[config.mk]
export PLATFORM = sky130hd
export DESIGN_NAME = parity_frame_receiver
export DESIGN_NICKNAME = d
export VERILOG_FILES = /design/src/rtl/parity_frame_pkg.sv /design/src/rtl/parity_frame_receiver.sv
export SDC_FILE = /design/constraint.sdc
export NUM_CORES = 1
export LEC_CHECK = 0
export BUFFER_PORTS_ARGS = -buffer_cell sky130_fd_sc_hd__buf_2
export CAP_MARGIN = 20
export CELL_PAD_IN_SITES_DETAIL_PLACEMENT = 1
export CELL_PAD_IN_SITES_GLOBAL_PLACEMENT = 1
export CORE_MARGIN = 2
export CORE_UTILIZATION = 44
export DETAILED_ROUTE_END_ITERATION = 10
export GPL_TIMING_DRIVEN = 0
export PLACE_DENSITY = 0.81
export RECOVER_POWER = 25
export SKIP_LAST_GASP = 1
export SYNTH_ARGS = -nofsm -noshare
export SYNTH_HDL_FRONTEND = slang
export SYNTH_SLANG_ARGS = --single-unit
[constraint.sdc]
create_clock -name clk -period 5.08 [get_ports clk]
set_input_delay 1.016 -clock clk [delete_from_list [all_inputs] [get_ports clk]]
set_output_delay 1.016 -clock clk [all_outputs]
set_load 0.02 [all_outputs]
[src/rtl/parity_frame_pkg.sv]
// Shared types and defaults for the serial parity frame receiver.
// Frames are {parity, data} MSB first, bracketed by a start bit 0 and stop bit 1.
package parity_frame_pkg;

    localparam int DEF_DATA_W    = 4;
    localparam int DEF_ERR_CNT_W = 8;
    localparam int DEF_FRAME_W   = DEF_DATA_W + 1;

    // Bit counter must reach FRAME_W-1; keep at least one bit for tiny frames.
    function automatic int cnt_width(input int frame_w);
        return (frame_w > 1) ? $clog2(frame_w) : 1;
    endfunction

    localparam int DEF_CNT_W = cnt_width(DEF_FRAME_W);

    typedef enum logic [1:0] {
        ST_IDLE  = 2'd0,
        ST_SHIFT = 2'd1,
        ST_STOP  = 2'd2
    } state_e;

endpackage

[src/rtl/parity_frame_receiver.sv]
// Deserialises start/{parity,data}/stop frames, checks even parity, holds one word for a valid/ready consumer.
// Latency: out_valid rises on the edge after the stop-bit sample; single-entry slot, a full slot drops the frame and sets sticky overflow.
module parity_frame_receiver
    import parity_frame_pkg::*;
#(
    parameter int DATA_W    = DEF_DATA_W,
    parameter int ERR_CNT_W = DEF_ERR_CNT_W
) (
    input  logic                 clk,
    input  logic                 rst_n,
    input  logic                 bit_en,
    input  logic                 serial_in,
    output logic [DATA_W-1:0]    out_data,
    output logic                 out_parity_err,
    output logic                 out_valid,
    input  logic                 out_ready,
    output logic                 framing_err,
    output logic                 overflow,
    output logic [ERR_CNT_W-1:0] err_count,
    input  logic                 clr_stats
);

    localparam int FRAME_W = DATA_W + 1;
    localparam int CNT_W   = cnt_width(FRAME_W);
    localparam logic [CNT_W-1:0]     LAST_CNT = CNT_W'(DATA_W);
    localparam logic [ERR_CNT_W-1:0] ERR_MAX  = '1;

    state_e               state_q, state_d;
    logic [CNT_W-1:0]     cnt_q, cnt_d;
    logic [FRAME_W-1:0]   shift_q, shift_d;
    logic [DATA_W-1:0]    data_q, data_d;
    logic                 perr_q, perr_d;
    logic                 valid_q, valid_d;
    logic                 ferr_q, ferr_d;
    logic                 ovf_q, ovf_d;
    logic [ERR_CNT_W-1:0] err_q, err_d;

    logic frame_done;
    logic frame_bad_stop;
    logic frame_perr;
    logic slot_free;
    logic err_evt;

    always_comb begin
        frame_done     = bit_en && (state_q == ST_STOP) && serial_in;
        frame_bad_stop = bit_en && (state_q == ST_STOP) && !serial_in;
        frame_perr     = ^shift_q;
        // An accepting consumer frees the slot in the same cycle a new word lands.
        slot_free      = !valid_q || out_ready;
        err_evt        = (frame_done && frame_perr) || frame_bad_stop;
    end

    always_comb begin
        state_d = state_q;
        cnt_d   = cnt_q;
        shift_d = shift_q;
        if (bit_en) begin
            unique case (state_q)
                ST_IDLE: begin
                    if (!serial_in) begin
                        state_d = ST_SHIFT;
                        cnt_d   = '0;
                    end
                end
                ST_SHIFT: begin
                    shift_d = {shift_q[FRAME_W-2:0], serial_in};
                    cnt_d   = cnt_q + 1'b1;
                    if (cnt_q == LAST_CNT) begin
                        state_d = ST_STOP;
                    end
                end
                ST_STOP: begin
                    // A 0 here is a bad stop bit, never a fresh start bit.
                    state_d = ST_IDLE;
                end
                default: begin
                    state_d = ST_IDLE;
                end
            endcase
        end
    end

    always_comb begin
        data_d  = data_q;
        perr_d  = perr_q;
        valid_d = valid_q;
        ovf_d   = ovf_q;
        err_d   = err_q;
        ferr_d  = frame_bad_stop;

        if (valid_q && out_ready) begin
            valid_d = 1'b0;
        end
        if (frame_done) begin
            if (slot_free) begin
                data_d  = shift_q[DATA_W-1:0];
                perr_d  = frame_perr;
                valid_d = 1'b1;
            end else begin
                ovf_d = 1'b1;
            end
        end
        if (err_evt && (err_q != ERR_MAX)) begin
            err_d = err_q + 1'b1;
        end
        if (clr_stats) begin
            ovf_d = 1'b0;
            err_d = '0;
        end
    end

    always_ff @(posedge clk) begin
        if (!rst_n) begin
            state_q <= ST_IDLE;
            cnt_q   <= '0;
            shift_q <= '0;
            data_q  <= '0;
            perr_q  <= 1'b0;
            valid_q <= 1'b0;
            ferr_q  <= 1'b0;
            ovf_q   <= 1'b0;
            err_q   <= '0;
        end else begin
            state_q <= state_d;
            cnt_q   <= cnt_d;
            shift_q <= shift_d;
            data_q  <= data_d;
            perr_q  <= perr_d;
            valid_q <= valid_d;
            ferr_q  <= ferr_d;
            ovf_q   <= ovf_d;
            err_q   <= err_d;
        end
    end

    assign out_data       = data_q;
    assign out_parity_err = perr_q;
    assign out_valid      = valid_q;
    assign framing_err    = ferr_q;
    assign overflow       = ovf_q;
    assign err_count      = err_q;

endmodule

# Word level (Yosys, flattened, before mapping)
# Cells that the tools add are included.
# word_totals
ff_bits,26
in_bits,6
output_inout_bits,16
elab_cells,46
# op_classes
n_addsub,2
n_eq_ne,6
n_mux,8
bitwise,2
n_reduce_logical,19
# op_table
op,n
adder 8 x 1 -> 8 bit (second input constant),1
inequality test 8 bit (second input constant),1
logical AND 1 bit,6
case mux 3 bit (2 select lines),1
AND reduction 2 bit,3
AND reduction 3 bit,2
parity 5 bit,1
2-to-1 mux 2 bit,2
inequality test 2 bit (second input constant),2
case mux 2 bit (2 select lines),1
adder 3 x 1 -> 3 bit (second input constant),1
== test 3 bit (second input constant),1
2-to-1 mux 1 bit,3
2-to-1 mux 3 bit,1
== test 2 x 1 -> 1 bit (second input constant),1
== test 2 bit (second input constant),1
zero test 1 bit,2
zero test 2 bit,1
logical OR 1 bit,2
inverter 1 bit,2
nonzero test 2 bit,1
OR reduction 2 bit,1

# Longest topological paths before layout
# Gate-level depths: netlist of run 1.
# depth
depth_word,6
depth_mapped,6
ltp_nobuf,6

# Least setup slack after synthesis of run 1
# No wires, ideal clock.
# synth_timing
path_kind,input to register
from,input port bit_en
to,register err_q[5] (netlist: err_count[5])
setup_ps,116
t_arrival_ps,1939
path_slack_ps,3024
stages,5
path_buffers,0
path_cell_list,and3b_1 -> nand4_1 -> a211oi_4 -> a31oi_1 -> a41o_1
# synth_between
elab_chain_cells,5
elab_cells_between_ends,6
# synth_lines
item,line_no,rtl
start: declaration,parity_frame_receiver.sv:11,"input logic bit_en,"
logical AND 1 bit *,"parity_frame_receiver.sv:45, parity_frame_receiver.sv:46",
logical AND 1 bit,parity_frame_receiver.sv:45,frame_done = bit_en && (state_q == ST_STOP) && serial_in;
logical AND 1 bit,parity_frame_receiver.sv:50,err_evt = (frame_done && frame_perr) || frame_bad_stop;
logical OR 1 bit *,parity_frame_receiver.sv:50,
logical AND 1 bit *,parity_frame_receiver.sv:103,if (err_evt && (err_q != ERR_MAX)) begin
end signal: assignment,parity_frame_receiver.sv:132,err_q <= err_d;
end: declaration,parity_frame_receiver.sv:36,"logic [ERR_CNT_W-1:0] err_q, err_d;"
# Mark *: on every way between the ends. The rest lies on a longest branch, timed or not.
# A chain may end at the register's enable or synchronous reset.

# Worst setup path after layout of run 1
# layout_timing
from,input port serial_in
to,register perr_q (netlist: out_parity_err)
# layout_between
elab_chain_cells,2
# layout_lines
item,line_no,rtl
start: declaration,parity_frame_receiver.sv:12,"input logic serial_in,"
logical AND 1 bit,parity_frame_receiver.sv:45,
AND reduction 2 bit (no source line),n/a,
end signal: assignment,parity_frame_receiver.sv:128,perr_q <= perr_d;
end: declaration,parity_frame_receiver.sv:32,"logic perr_q, perr_d;"
# Every way passes these cells.

==> results_dict.tcl, run 1 <==
set metrics [dict create \
    status "finished, final reports clean" \
    holdBufCountCts 0 \
    track_usage 0.181 \
    rsz0062_at_grt "no" \
    slew_violations 0 \
    synth_area_leaders "dfxtp_1, mux2i_1, nor2b_1" \
    drive_above_1_share 0.185 \
    p_leak_nw 0.583 \
    drtPass1Iterations 4 \
    cpMaxStageDelayCell "nor3_2" \
    maxCapViolCount 0 \
    rows 19 \
    vias 998 \
    finalSetupTns_ps 0 \
    cts_max_level 1 \
    ys_warn_count 0 \
    n_antenna_cell 0 \
    synth_top_cell_by_area "dfxtp_1" \
    period_share 0.434 \
    antenna_found_initial 0 \
    routabilityCongestion 0.762 \
    synth_top_area_share 0.426 \
    core_um2 2690 \
    wl_um 2630 \
    cp_max_fo 7 \
    dp_hpwl_um 2040 \
    slowest_delay_ps 530 \
    cts_max_path_buffers 2 \
    path_clk_slew_ps 130 \
    grt_pass1_wl_um 4600 \
    cts.sinks 26 \
    worst_slew_pin_slew_ps 558 \
    seq_area_frac_synth 0.426 \
    ir_worst_vdd_v 0.000165 \
    fmax_mhz 453 \
    ant_nets 0 \
    cts_buffers 3 \
    drtIter0Drc 33 \
    initial_core_util 0.455 \
    ios 22 \
    worstHoldPathType "reg -> reg" \
    cp.required_ps 5340 \
    synth.cell_area_um2 1220 \
    slew_headroom 0.626 \
    viasPerCell 5.48 \
    synth_seq_cells 26 \
    utilization 0.516 \
    power.density_nw_per_um2 228 \
    grt_overflow 0 \
    nets 162 \
    ff2ff_path_depth 5 \
    post-cts-setup-buffer-count 0 \
    grt_start_max_net_pins 14 \
    start_kind "input port" \
    ys_types 31 \
    final_hold_viol_count 0 \
    cts.repair.resized 0 \
    cts_root_buffer "clkbuf_4" \
    fin_skew_ps 4.71 \
    cp.arrival_ps 2470 \
    syn_area_per_cell_um2 9.62 \
    cts_tree "yes" \
    path_class "in -> reg" \
    endpoint_kind "flop" \
    synth_nets 136 \
    die_h_um 56.7 \
    clk_latency_ps 310 \
    fin_crit_ps 2210 \
    chipWidth_um 56.7 \
    crit_chain "clkbuf_1 > inv_1 > nor3_2 > mux2i_1 > and2_1" \
    grt_pass1_vias 1032 \
    setup_viol 0 \
    worstHoldPathCells 2 \
    port_buffers 21 \
    die_area_um2 3210 \
    areaGrowthSynthToFinish_pct 13.4 \
    synth_cells 127 \
    wl_per_cell_um 14.5 \
    drcViolationCount 0 \
]
[final cells by class]
class | count | area [um2]
Fill cell | 338 | 1300
Multi-Input combinational cell | 92 | 667
Sequential cell | 26 | 520
Timing Repair Buffer | 21 | 103
Tap cell | 31 | 38.8
Clock buffer | 3 | 22.5
Inverter | 6 | 22.5
Buffer | 3 | 11.3
[registers in the layout (all words and copies together) (netlist names)]
| signal | cells |
|---|---|
| cnt_q | 3 |
| err_count | 8 |
| framing_err | 1 |
| out_data | 4 |
| out_parity_err | 1 |
| out_valid | 1 |
| overflow | 1 |
| shift_q | 5 |
| state_q | 2 |
[Yosys cell counts (all sizes together)]
cell,n
nand3,2
and3,5
a41o,2
nor2,9
and2,4
a211oi,3
buf,1
inv,6
and3b,1
xnor2,5
a31oi,3
nand2b,1
clkbuf,2
dfxtp,26
o22ai,2
ha,3
a22oi,1
nand4,2
nor3,1
a21oi,6
nand3b,1
o21ai,3
a32oi,1
a31o,1
mux2i,10
nor2b,16
a311o,1
nand2,8
xnor3,1
[cells in the final DEF (no fill, tap or decap), drive strengths merged, types with 6 or more instances in the layout]
cell and n:
nor2 9, nor2b 16, clkbuf 7, mux2i 10, inv 6, buf 20, a21oi 6, dfxtp 26
nand2 8
[metrics by stage]
| step | total power, W | hold slack, ps | setup slack, ps | cell area (um2) | instances |
|---|---|---|---|---|---|
| 6_report | 0.000316 | 491 | 2870 | 1390 | 182 |
| 5_1_grt | 0.000330 | 537 | 2690 | 1390 | 182 |
| 4_1_cts | 0.000318 | 500 | 3050 | 1390 | 182 |
| 3_5_place_dp | 0.000235 | 470 | 2710 | 1370 | 179 |
| 3_3_place_gp | 0.000233 | 445 | 2770 | 1370 | 179 |
| 2_1_floorplan | 0.000226 | 502 | 3020 | 1220 | 127 |
[worst max-delay path: cells and delay by family]
family	cells	cell delay, ps
buffers and inverters	2	530
AND/OR/NAND/NOR	2	670
multiplexers	1	250
[layer usage]
layer	vias to the layer above	part of all wire	routed length [um]	track usage
li1	490	-	-	-
met2	19	0.51	1350	0.336
met1	487	0.45	1190	0.216
met5	-	0	0	0
met4	0	0.0072	19	0.0510
met3	2	0.028	75	0.0207
[cell families (layout without fill, tap and decap cells)]
group | count (synthesis) | after routing | synth area share
XOR/XNOR | 6 | 6 | 0.0615
AO/OA/AOI/OAI | 23 | 23 | 0.147
adder cells (fa/ha/maj) | 3 | 3 | 0.0307
multiplexers | 10 | 10 | 0.0820
AND/OR/NAND/NOR | 50 | 50 | 0.225
buffers and inverters | 9 | 33 | 0.0277
flip-flops | 26 | 26 | 0.426
[power breakdown]
part	leakage, nW	switching (W)	total [W]	internal (W)
Clock	0.0138	0.0000582	0.0000859	0.0000277
Sequential	0.210	0.00000117	0.000207	0.000206
Combinational	0.359	0.0000143	0.0000231	0.00000885
[path summary, 6_finish.rpt]
path | start | to | slack (ps)
worst max-delay path | serial_in | out_parity_err | 2870
worst max register to register | shift_q[3] | err_count[5] | 3170
worst min-delay path | overflow | overflow | 490
worst min register to register | overflow | overflow | 490
(Power assumes the default switching activity.)
==> run 2, diff against run 1 <==
--- a/config.mk
+++ b/config.mk
@@ -10,10 +10,10 @@
 export CELL_PAD_IN_SITES_DETAIL_PLACEMENT = 1
 export CELL_PAD_IN_SITES_GLOBAL_PLACEMENT = 1
 export CORE_MARGIN = 2
-export CORE_UTILIZATION = 44
+export CORE_UTILIZATION = 41
 export DETAILED_ROUTE_END_ITERATION = 10
 export GPL_TIMING_DRIVEN = 0
-export PLACE_DENSITY = 0.81
+export PLACE_DENSITY = 0.76
 export RECOVER_POWER = 25
 export SKIP_LAST_GASP = 1
 export SYNTH_ARGS = -nofsm -noshare
==> constraint.sdc (replaced) <==
create_clock -name clk -period 2.2 [get_ports clk]
set_input_delay 0.44 -clock clk [delete_from_list [all_inputs] [get_ports clk]]
set_output_delay 0.44 -clock clk [all_outputs]
set_load 0.02 [all_outputs]
==> results_dict.tcl, run 2 (synthesis results as in run 1) <==
set metrics [dict create \
    cts_root_buffer "clkbuf_4" \
    drive_above_1_share 0.158 \
    nets 162 \
    final_hold_viol_count 0 \
    whs_ps 433 \
    worstHoldPathType "in -> reg" \
    vias 989 \
    fin_crit_ps 1930 \
    areaGrowthSynthToFinish_pct 14.0 \
    path_clk_slew_ps 140 \
    initial_core_util 0.439 \
    ff2ff_path_depth 5 \
    crit_family "compound AO/OA/AOI/OAI gates" \
    slew_violations 0 \
    fmax_mhz 518 \
    slew_headroom 0.626 \
    cp.required_ps 2420 \
    rows 19 \
    cp_max_fo 5 \
    p_leak_nw 0.565 \
    final_common_cell "dfxtp_1" \
    wl_um 2850 \
    cts_max_level 1 \
    start_kind "flop" \
    rsz0062_at_grt "no" \
    die_area_um2 3430 \
    ant_nets 0 \
    drtPass1Iterations 4 \
    crit_buf_inv 0 \
    maxCapViolCount 0 \
    post-cts-setup-buffer-count 0 \
    cts_buffers 3 \
    grt_start_max_net_pins 15 \
    clk_latency_ps 320 \
    largest_reg_flops 8 \
    drcViolationCount 0 \
    grt_overflow 0 \
    cp.arrival_ps 2150 \
    path_depth 5 \
    viasPerCell 5.40 \
    worst_slew_pin_slew_ps 557 \
    setup_viol 0 \
    cpMaxStageDelayCell "xnor3_2" \
    fillCellCount 346 \
    antenna_found_initial 0 \
    cts.repair.resized 0 \
    n_antenna_cell 0 \
    ios 22 \
    cts_max_path_buffers 2 \
    final_cell_mix "dfxtp_1, nor2b_1, buf_2" \
    slowest_delay_ps 460 \
    holdBufCountCts 0 \
    dp_hpwl_um 2070 \
    worstHoldPathCells 2 \
    port_buffers 21 \
    cts.sinks 26 \
    drtIter0Drc 18 \
    ir_worst_vdd_v 0.000423 \
    routabilityCongestion 0.803 \
    regToRegSetupSlack_ps 270 \
    status "finished, final reports clean" \
    track_usage 0.179 \
    finalSetupTns_ps 0 \
    path_class "reg -> reg" \
    core_um2 2780 \
    chipWidth_um 58.6 \
    die_h_um 58.6 \
    crit_chain "xnor3_2 > xnor2_2 > a211oi_4 > a21oi_1 > a31o_2" \
    fin_skew_ps 8.92 \
    cts_tree "yes" \
    endpoint_kind "flop" \
    grt_pass1_vias 995 \
    grt_pass1_wl_um 4650 \
    power.density_nw_per_um2 556 \
    wl_per_cell_um 15.6 \
    period_share 0.877 \
]
run 2: routing by layer:
layer  routed length (um)  track usage  vias up  share of wire
met5                    0            0        -              0
met4                   31       0.0844        0          0.011
li1                     -            -      489              -
met3                   89       0.0220        4          0.031
met2                 1440        0.307       17           0.50
met1                 1290        0.223      479           0.45
run 2: worst reg2reg max path, stage by stage (launching register included):
cell and delay (ps):
dfxtp_1 400, xnor3_2 460, xnor2_2 230, a211oi_4 370
a21oi_1 140, a31o_2 220
run 2: power by group:
| part | internal, W | switching (W) |
|---|---|---|
| Clock | 0.000101 | 0.000140 |
| Combinational | 0.0000210 | 0.0000344 |
| Sequential | 0.000475 | 0.00000272 |
| Total | 0.000597 | 0.000177 |
run 2: per-stage QoR:
step	util	total power (W)	instance area, um2	cells	setup WS, ps
final	0.501	0.000774	1390	183	270
after global routing	0.501	0.000804	1390	183	177
after CTS	0.504	0.000786	1400	183	272
after detailed placement	0.491	0.000543	1370	179	297
after global placement	0.491	0.000541	1370	179	344
after floorplan	-	0.000523	1220	127	423
run 2: cell type report:
type                    count  area, um2  area share
inverters                   6       22.5      0.0162
repair buffers             21       96.3      0.0692
well taps                  31       38.8      0.0279
flip-flops and latches     26        520       0.374
multi-input cells          92        667       0.479
plain buffers               3       11.3     0.00809
clock buffers               4       36.3      0.0261
run 2: final timing paths:
path                                      to    startpoint
worst min-delay path             out_data[2]         rst_n
worst max-delay path            err_count[2]    shift_q[3]
worst min register to register  err_count[1]  err_count[1]
worst max register to register  err_count[2]    shift_q[3]
==> run 3, diff against run 2 <==
--- a/config.mk
+++ b/config.mk
@@ -15,6 +15,7 @@
 export GPL_TIMING_DRIVEN = 0
 export PLACE_DENSITY = 0.76
 export RECOVER_POWER = 25
+export SETUP_SLACK_MARGIN = 0.5
 export SKIP_LAST_GASP = 1
 export SYNTH_ARGS = -nofsm -noshare
 export SYNTH_HDL_FRONTEND = slang
==> results_dict.tcl, run 3 (synthesis results as in run 1) <==
set metrics [dict create \
    status "finished, final reports clean" \
    wl_per_cell_um 15.2 \
    slew_violations 0 \
    cp.required_ps 2450 \
    dp_hpwl_um 2190 \
    drtIter0Drc 18 \
    final_hold_viol_count 0 \
    power.total_w 0.000873 \
    drtPass1Iterations 4 \
    core_um2 2780 \
    rows 19 \
    nets 167 \
    cp_max_fo 4 \
    rr_startpoint "shift_q[3]" \
    top_usage_layer "met2" \
    clk_latency_ps 330 \
    grt_start_max_net_pins 16 \
    worst_slew_pin_slew_ps 415 \
    slew_headroom 0.721 \
    die_h_um 58.6 \
    fin_crit_ps 1740 \
    cts.sinks 26 \
    areaGrowthSynthToFinish_pct 22.6 \
    path_class "reg -> reg" \
    ios 22 \
    cp.arrival_ps 1990 \
    antenna_found_initial 0 \
    drcViolationCount 0 \
    chipWidth_um 58.6 \
    vias 1027 \
    cpMaxStageDelayCell "xnor3_2" \
    fin_skew_ps 17.6 \
    track_usage 0.183 \
    p_leak_nw 0.609 \
    viasPerCell 5.46 \
    port_buffers 21 \
    period_share 0.791 \
    start_kind "flop" \
    ir_worst_vdd_v 0.000424 \
    slowest_delay_ps 470 \
    grt_overflow 0 \
    fmax_mhz 575 \
    grtUsageMet2 0.348 \
    cp-startpoint "shift_q[3]" \
    grt.met3_usage 0.0198 \
    cts_tree "yes" \
    placed_area_um2 1380 \
    ant_nets 0 \
    finalSetupTns_ps 0 \
    worstHoldPathType "in -> reg" \
    path_depth 5 \
    drive_above_1_share 0.223 \
    holdCritStartpoint "rst_n" \
    largest_reg_flops 8 \
    final_cell_mix "dfxtp_1, nor2b_1, buf_2" \
    cts_max_path_buffers 2 \
    crit_buf_inv 0 \
    die_area_um2 3430 \
    maxCapViolCount 0 \
    cts_max_level 1 \
    n_antenna_cell 0 \
    ff2ff_path_depth 5 \
    path_clk_slew_ps 160 \
    design_area_um2 1500 \
    grt_pass1_wl_um 4870 \
    crit_family "XOR/XNOR gates" \
    endpoint_kind "flop" \
    worstHoldPathCells 2 \
    wl_um 2860 \
    initial_core_util 0.439 \
    cts_root_buffer "clkbuf_4" \
    holdBufCountCts 0 \
    grt_pass1_vias 1057 \
    routabilityCongestion 0.685 \
    rsz0062_at_grt "yes" \
    final_common_cell "dfxtp_1" \
    cts_buffers 3 \
    setup_viol 0 \
    crit_chain "xnor3_2 > xnor2_4 > a211oi_4 > a31oi_1 > a41o_1" \
    power.density_nw_per_um2 583 \
    met1_usage 0.221 \
]
-- run 3: metrics by stage --
step           std cells  worst slack (ps)  hold slack [ps]  utilization
2_1_floorplan        127               472              502            -
3_3_place_gp         179               371              446        0.495
3_5_place_dp         179               323              457        0.495
4_1_cts              188               436              416        0.540
5_1_grt              188               368              433        0.538
6_report             188               461              423        0.538
-- run 3: where the power goes --
group          switching (W)  total (W)  internal (W)  leakage, nW
registers         0.00000305   0.000478      0.000475        0.211
logic              0.0000354  0.0000585     0.0000231        0.371
clock network       0.000152   0.000337      0.000184       0.0279
total               0.000191   0.000873      0.000682        0.609
-- run 3: path summary, 6_finish.rpt --
| path | to | slack (ps) |
|---|---|---|
| setup / recovery | err_count[5] | 460 |
| setup reg to reg | err_count[5] | 460 |
| hold reg to reg | overflow | 490 |
| hold / removal | shift_q[4] | 420 |
-- run 3: what timing repair did --
action,4_1_cts,5_1_grt
pin swaps,7,4
endpoints found under the setup margin,11,10
buffers inserted,5,0
resized for setup,6,2
-- run 3: metal layers --
| layer | vias to the layer above | wire, um | share of wire |
|---|---|---|---|
| li1 | 505 | - | - |
| met1 | 506 | 1200 | 0.42 |
| met2 | 14 | 1580 | 0.55 |
| met3 | 2 | 81 | 0.028 |
| met4 | 0 | 11 | 0.0038 |
| met5 | - | 0 | 0 |
-- run 3: final cells by class --
cell class / instances / area (um2)
fill: 331 / 1280
multi-input combinational: 92 / 698
sequential: 26 / 523
timing repair buffer: 26 / 151
tap: 31 / 38.8
clock inverter: 1 / 30.0
clock buffer: 3 / 22.5
inverter: 6 / 22.5
buffer: 3 / 11.3
